File: config.mk
export PLATFORM = sky130hd
export DESIGN_NAME = aes_round_ctrl_flat
export DESIGN_NICKNAME = d
export VERILOG_FILES = /design/src/rtl/aes_pkg.sv /design/src/rtl/aes_round_ctrl_if.sv /design/src/rtl/aes_round_ctrl.sv /design/src/flat_wrapper.sv
export SDC_FILE = /design/constraint.sdc
export NUM_CORES = 1
export LEC_CHECK = 0
export BUFFER_PORTS_ARGS = -buffer_cell sky130_fd_sc_hd__buf_2
export CAP_MARGIN = 15
export CORE_AREA = 2 2 39 41
export DETAILED_ROUTE_END_ITERATION = 16
export DIE_AREA = 0 0 41 43
export GPL_TIMING_DRIVEN = 0
export PLACE_DENSITY = 0.73
export SLEW_MARGIN = 0
export SYNTH_ARGS = -nofsm -noshare
export SYNTH_HDL_FRONTEND = slang
export SYNTH_SLANG_ARGS = --single-unit
File: constraint.sdc
create_clock -name clk -period 1.5 [get_ports clk]
set_input_delay 0.3 -clock clk [delete_from_list [all_inputs] [get_ports clk]]
set_output_delay 0.3 -clock clk [all_outputs]
set_load 0.005 [all_outputs]
File: src/rtl/aes_pkg.sv
// Shared definitions for the AES round controller: FSM states, key-length codes, round counts.
// Nr lookup folds the reserved key_len code onto AES-128.
package aes_pkg;

   typedef enum logic [2:0] {
      S_IDLE  = 3'd0,
      S_MIXA  = 3'd1,
      S_MIXB  = 3'd2,
      S_FINAL = 3'd3,
      S_DONE  = 3'd4
   } state_t;

   localparam logic [1:0] KEY_128 = 2'b00;
   localparam logic [1:0] KEY_192 = 2'b01;
   localparam logic [1:0] KEY_256 = 2'b10;

   localparam logic [3:0] NR_128 = 4'd10;
   localparam logic [3:0] NR_192 = 4'd12;
   localparam logic [3:0] NR_256 = 4'd14;

   function automatic logic [3:0] nr_of(input logic [1:0] key_len);
      case (key_len)
         KEY_192: nr_of = NR_192;
         KEY_256: nr_of = NR_256;
         default: nr_of = NR_128;
      endcase
   endfunction

endpackage

File: src/rtl/aes_round_ctrl_if.sv
// Block handshake between the AES round controller and its producer/consumer.
// master = producer/consumer side, slave = controller side.
interface aes_round_ctrl_if;
   logic       in_valid;
   logic       in_ready;
   logic [1:0] key_len;
   logic       out_valid;
   logic       out_ready;

   modport master (
      output in_valid, key_len, out_ready,
      input  in_ready, out_valid
   );

   modport slave (
      input  in_valid, key_len, out_ready,
      output in_ready, out_valid
   );
endinterface

File: src/rtl/aes_round_ctrl.sv
// Sequences the AES round datapath: load, Nr-1 two-cycle mix rounds, final round, hold result.
// Latency 2*Nr cycles accept-to-out_valid; DONE holds until out_ready, in_ready only in IDLE.
module aes_round_ctrl
   import aes_pkg::*;
(
   input  logic             clk,
   input  logic             rst,
   aes_round_ctrl_if.slave  bus,
   output logic             dp_load,
   output logic             dp_state_en,
   output logic             dp_mix_en,
   output logic             dp_bypass_mix,
   output logic [3:0]       round_idx,
   output logic             busy
);

   state_t     state, state_nxt;
   logic [3:0] round, round_nxt;
   logic [3:0] nr, nr_nxt;
   logic       in_rdy, out_vld;

   assign bus.in_ready  = in_rdy;
   assign bus.out_valid = out_vld;
   assign busy          = (state != S_IDLE);

   always_ff @(posedge clk or negedge rst) begin
      if (!rst) begin
         state <= S_IDLE;
         round <= 4'd0;
         nr    <= NR_128;
      end else begin
         state <= state_nxt;
         round <= round_nxt;
         nr    <= nr_nxt;
      end
   end

   always_comb begin
      state_nxt     = state;
      round_nxt     = round;
      nr_nxt        = nr;
      in_rdy        = 1'b0;
      out_vld       = 1'b0;
      dp_load       = 1'b0;
      dp_state_en   = 1'b0;
      dp_mix_en     = 1'b0;
      dp_bypass_mix = 1'b0;
      round_idx     = 4'd0;

      case (state)
         S_IDLE: begin
            in_rdy = 1'b1;
            if (bus.in_valid) begin
               dp_load     = 1'b1;
               dp_state_en = 1'b1;
               nr_nxt      = nr_of(bus.key_len);
               round_nxt   = 4'd1;
               state_nxt   = S_MIXA;
            end
         end
         // Mix-columns needs a pipeline cycle before the state register can capture.
         S_MIXA: begin
            dp_mix_en = 1'b1;
            round_idx = round;
            state_nxt = S_MIXB;
         end
         S_MIXB: begin
            dp_state_en = 1'b1;
            round_idx   = round;
            if (round < NR_256)
               round_nxt = round + 4'd1;
            if (round == nr - 4'd1)
               state_nxt = S_FINAL;
            else
               state_nxt = S_MIXA;
         end
         S_FINAL: begin
            dp_state_en   = 1'b1;
            dp_bypass_mix = 1'b1;
            round_idx     = nr;
            state_nxt     = S_DONE;
         end
         S_DONE: begin
            out_vld = 1'b1;
            if (bus.out_ready)
               state_nxt = S_IDLE;
         end
         default: state_nxt = S_IDLE;
      endcase
   end

endmodule
File: src/flat_wrapper.sv
// flat-port wrapper written by rule: the top's interface ports become plain ports
module aes_round_ctrl_flat import aes_pkg::*;
  (clk, rst, dp_load, dp_state_en, dp_mix_en, dp_bypass_mix, round_idx, busy, bus_in_valid, bus_key_len, bus_out_ready, bus_in_ready, bus_out_valid);
  aes_round_ctrl_if bus_i ();
  input  logic clk;
  input  logic rst;
  output logic dp_load;
  output logic dp_state_en;
  output logic dp_mix_en;
  output logic dp_bypass_mix;
  output logic [3:0] round_idx;
  output logic busy;
  input wire logic [$bits(bus_i.in_valid)-1:0] bus_in_valid;
  input wire logic [$bits(bus_i.key_len)-1:0] bus_key_len;
  input wire logic [$bits(bus_i.out_ready)-1:0] bus_out_ready;
  output wire logic [$bits(bus_i.in_ready)-1:0] bus_in_ready;
  output wire logic [$bits(bus_i.out_valid)-1:0] bus_out_valid;
  assign bus_i.in_valid = bus_in_valid;
  assign bus_i.key_len = bus_key_len;
  assign bus_i.out_ready = bus_out_ready;
  assign bus_in_ready = bus_i.in_ready;
  assign bus_out_valid = bus_i.out_valid;
  aes_round_ctrl u_core (.clk(clk), .rst(rst), .bus(bus_i), .dp_load(dp_load), .dp_state_en(dp_state_en), .dp_mix_en(dp_mix_en), .dp_bypass_mix(dp_bypass_mix), .round_idx(round_idx), .busy(busy));
endmodule
==> results.tsv <==
stage	metric	value	unit
timing	Final Max Tran Viols	0	
setup_path	crit end category	output port	
pwr	maximum VDD drop	1010	uV
logic_synthesis	leading area contributor after synthesis	dfrtp_1	
grt	number of global-route vias before repair	533	
logic_synthesis	fraction of registers with async set/reset	100	%
grt	initial antenna violation count	0	
pwr	P_int	1.11	mW
logic_synthesis	Post-Synthesis Cells	66	
die	I/O pin count	17	
timing	Fin Clk Skew	0.00370	ns
logic_synthesis	sequential fraction of the synthesis area	35.9	%
grt	first-pass GRT wire length	2370	um
layout	Layout Cells excl Fill	110	
pwr	Total Power	1.84	mW
placement	Final GP Congestion	0.817	
grt	met3 usage	7.85	%
timing	Final min period	1.68	ns
logic_synthesis	synth unique cells	30	
timing	final setup margin	-0.175	ns
die	Initial Util	45.6	%
setup_path	WS Path Type	register to output port	
drt	drt first-iter violations	25	
hold_path	worst hold path type	primary input to register	
run_status	status	complete, but fails checks	
grt	largest net degree at the start of global routing	11	
layout	Syn-to-layout area delta	41.1	%
layout	most frequent cells in the layout	buf_2 (14), inv_1 (7), buf_6 (7), dfrtp_1 (7), buf_4 (5)	
die	row cnt	14	
layout	commonest non-fill, non-tap cell in the layout	buf_2	
clock_tree	clock buffer depth	2	
layout	nets@finish	104	
setup_path	crit path DAT	1.38	ns
logic_synthesis	post-synthesis register bit count	9	
logic_synthesis	Post-synth top flop	dfrtp_1	
timing	final setup fails	10	
setup_path	CP Data Required Time	1.20	ns
timing	fmax	0.597	GHz
placement	placed cells	98	
clock_tree	clock sink count	9	
placement	Port Buffers	16	
pwr	P_sw	0.732	mW
layout	number of diodes	0	
placement	Area after DPL	731	um2
pwr	combinational group share of total power	65.3	%
clock_tree	CTS H-Tree Depth	1	
grt	Total GRT Usage	20.4	%
layout	share of cells above drive strength 1	52.1	%
die	die height	43	um
logic_synthesis	Mapped Avg Cell Area	9.55	um2
grt	Most Crowded Layer GR	met2	
logic_synthesis	Area contributors post-synth	dfrtp_1 (32%), ha_1 (6.0%), xnor2_1 (5.6%), inv_1 (5.4%), buf_6 (5.4%)	
grt	met2 global-route usage	32.2	%
clock_tree	CTS root buf	clkbuf_4	
timing	RSZ-0062 raised after global routing	yes	
clock_tree	Clk Latency, worst-skew pair	0.26	ns
die	DIE AREA	1760	um2
drt	# DRC	0	
die	Die W	41	um
timing	Tightest Pin Transition	0.280	ns
placement	post-detail-place hpwl	1030	um
clock_tree	CTS tree	done	
die	total core area	1380	um2
logic_synthesis	cell area after synthesis	631	um2
flow_run	max cap viols	0	
drt	DRT antenna net count	0	
drt	TritonRoute pass-1 iters	4	
clock_tree	CTS Buf Count	3	
run_status	failing checks	negative setup slack	
pwr	share of power burned in registers	24.6	%
logic_synthesis	Synth Warn #	0	
logic_synthesis	number of synthesized flops with an enable pin	0	
clock_tree	Worst-path clk slew	0.06	ns
timing	Slew headroom	81.1	%
timing	crit share post-route	112	%
setup_path	critical-path maximum fanout	5	
pwr	Net Sw Frac	39.8	%
drt	final wirelength	1550	um
logic_synthesis	post-synth net total	75	
drt	routed via count	591	
grt	met1 usage	25.7	%
pwr	PwrDens	2070	nW/um2
pwr	Clk pwr share	10.1	%
logic_synthesis	Yosys top cell area share	31.7	%
timing	final hold vios	0	
pwr	Leakage	0.451	nW
setup_path	crit start category	register	
grt	GRT overflow	0	
timing	Setup TNS	-1.05	ns
layout	post-route cell area	890	um2
drt	Routed WL per cell	14.0	um
drt	Via-to-Cell Ratio	5.37	
-- cell usage after synthesis (2+ instances only) --
master	count
nand3_1	3
and2_1	2
nand2_1	2
ha_1	3
nor2_1	4
a31oi_1	3
nor3b_1	2
o21ai_0	2
xnor2_1	4
dfrtp_1	8
buf_6	3
inv_1	9
a21oi_1	4
-- cell type report --
cell class / instances / area, um2
Sequential cell: 9 / 228
Fill cell: 115 / 494
Multi-Input combinational cell: 45 / 383
Timing Repair Buffer: 24 / 163
Buffer: 3 / 33.8
Clock buffer: 4 / 26.3
Tap cell: 16 / 20.0
Inverter: 9 / 36.3
-- metrics by stage --
step / utilization, % / hold slack [ns] / setup WS [ns]
2_1_floorplan: - / 0.00441 / 0.0882
3_3_place_gp: 52.8 / 0.157 / -0.0956
3_5_place_dp: 52.8 / 0.164 / -0.120
4_1_cts: 61.0 / 0.307 / -0.176
5_1_grt: 64.3 / 0.316 / -0.229
6_report: 64.3 / 0.305 / -0.175
-- sequential cells by signal (all words and copies together) (netlist names) --
register	cells
u_core.nr	2
u_core.round	4
u_core.state	3
-- worst paths after layout --
check                           startpoint              end  slack [ns]  cells past startpoint
min reg2reg                   u_core.nr[1]     u_core.nr[1]        0.53                      2
max                        u_core.state[1]     round_idx[1]       -0.18                      5
min                         bus_key_len[0]     u_core.nr[1]        0.31                      3
max in group asynchronous              rst     u_core.nr[1]        0.84                      2
min in group asynchronous              rst  u_core.round[0]        0.41                      2
max reg2reg                u_core.state[0]  u_core.round[0]        0.04                      5
-- worst max-delay path: stages, from the launching register on --
cell,delay (ns)
dfrtp_2,0.44
buf_6,0.15
mux2_4,0.29
nand2_2,0.07
a21oi_2,0.04
buf_2,0.12
-- cells by family (layout without fill, tap and decap cells) --
group	Yosys count	count (layout)	share of synthesized area (%)
AO/OA/AOI/OAI	13	13	13.3
flip-flops	9	9	35.9
XOR/XNOR	4	4	5.55
adder cells (fa/ha/maj)	3	3	5.95
AND/OR/NAND/NOR	23	23	24.4
multiplexers	2	2	4.17
buffers and inverters	12	40	10.7
-- what timing repair did --
| action | CTS | global route |
|---|---|---|
| gates cloned | 1 | 0 |
| hold buffers | 1 | 0 |
| setup endpoints to repair | 10 | 11 |
| setup buffers | 4 | 2 |
| pin swaps | 5 | 3 |
| hold endpoints to repair | 8 | 0 |
| resized for setup | 10 | 11 |
-- routing by layer --
metal	vias up	share of wire, %
met5	-	0
met2	20	54
li1	288	-
met1	281	41
met3	2	5.7
met4	0	0.13
-- power groups by stage --
stage | logic (mW) | registers [mW] | clock network, mW
finish | 1.20 | 0.452 | 0.186
detailed placement | 0.897 | 0.446 | 0
global route | 1.32 | 0.463 | 0.202
CTS | 1.09 | 0.448 | 0.192
global placement | 0.870 | 0.440 | 0
floorplan | 0.653 | 0.410 | 0
No activity file was read; power rests on OpenSTA's default activity.
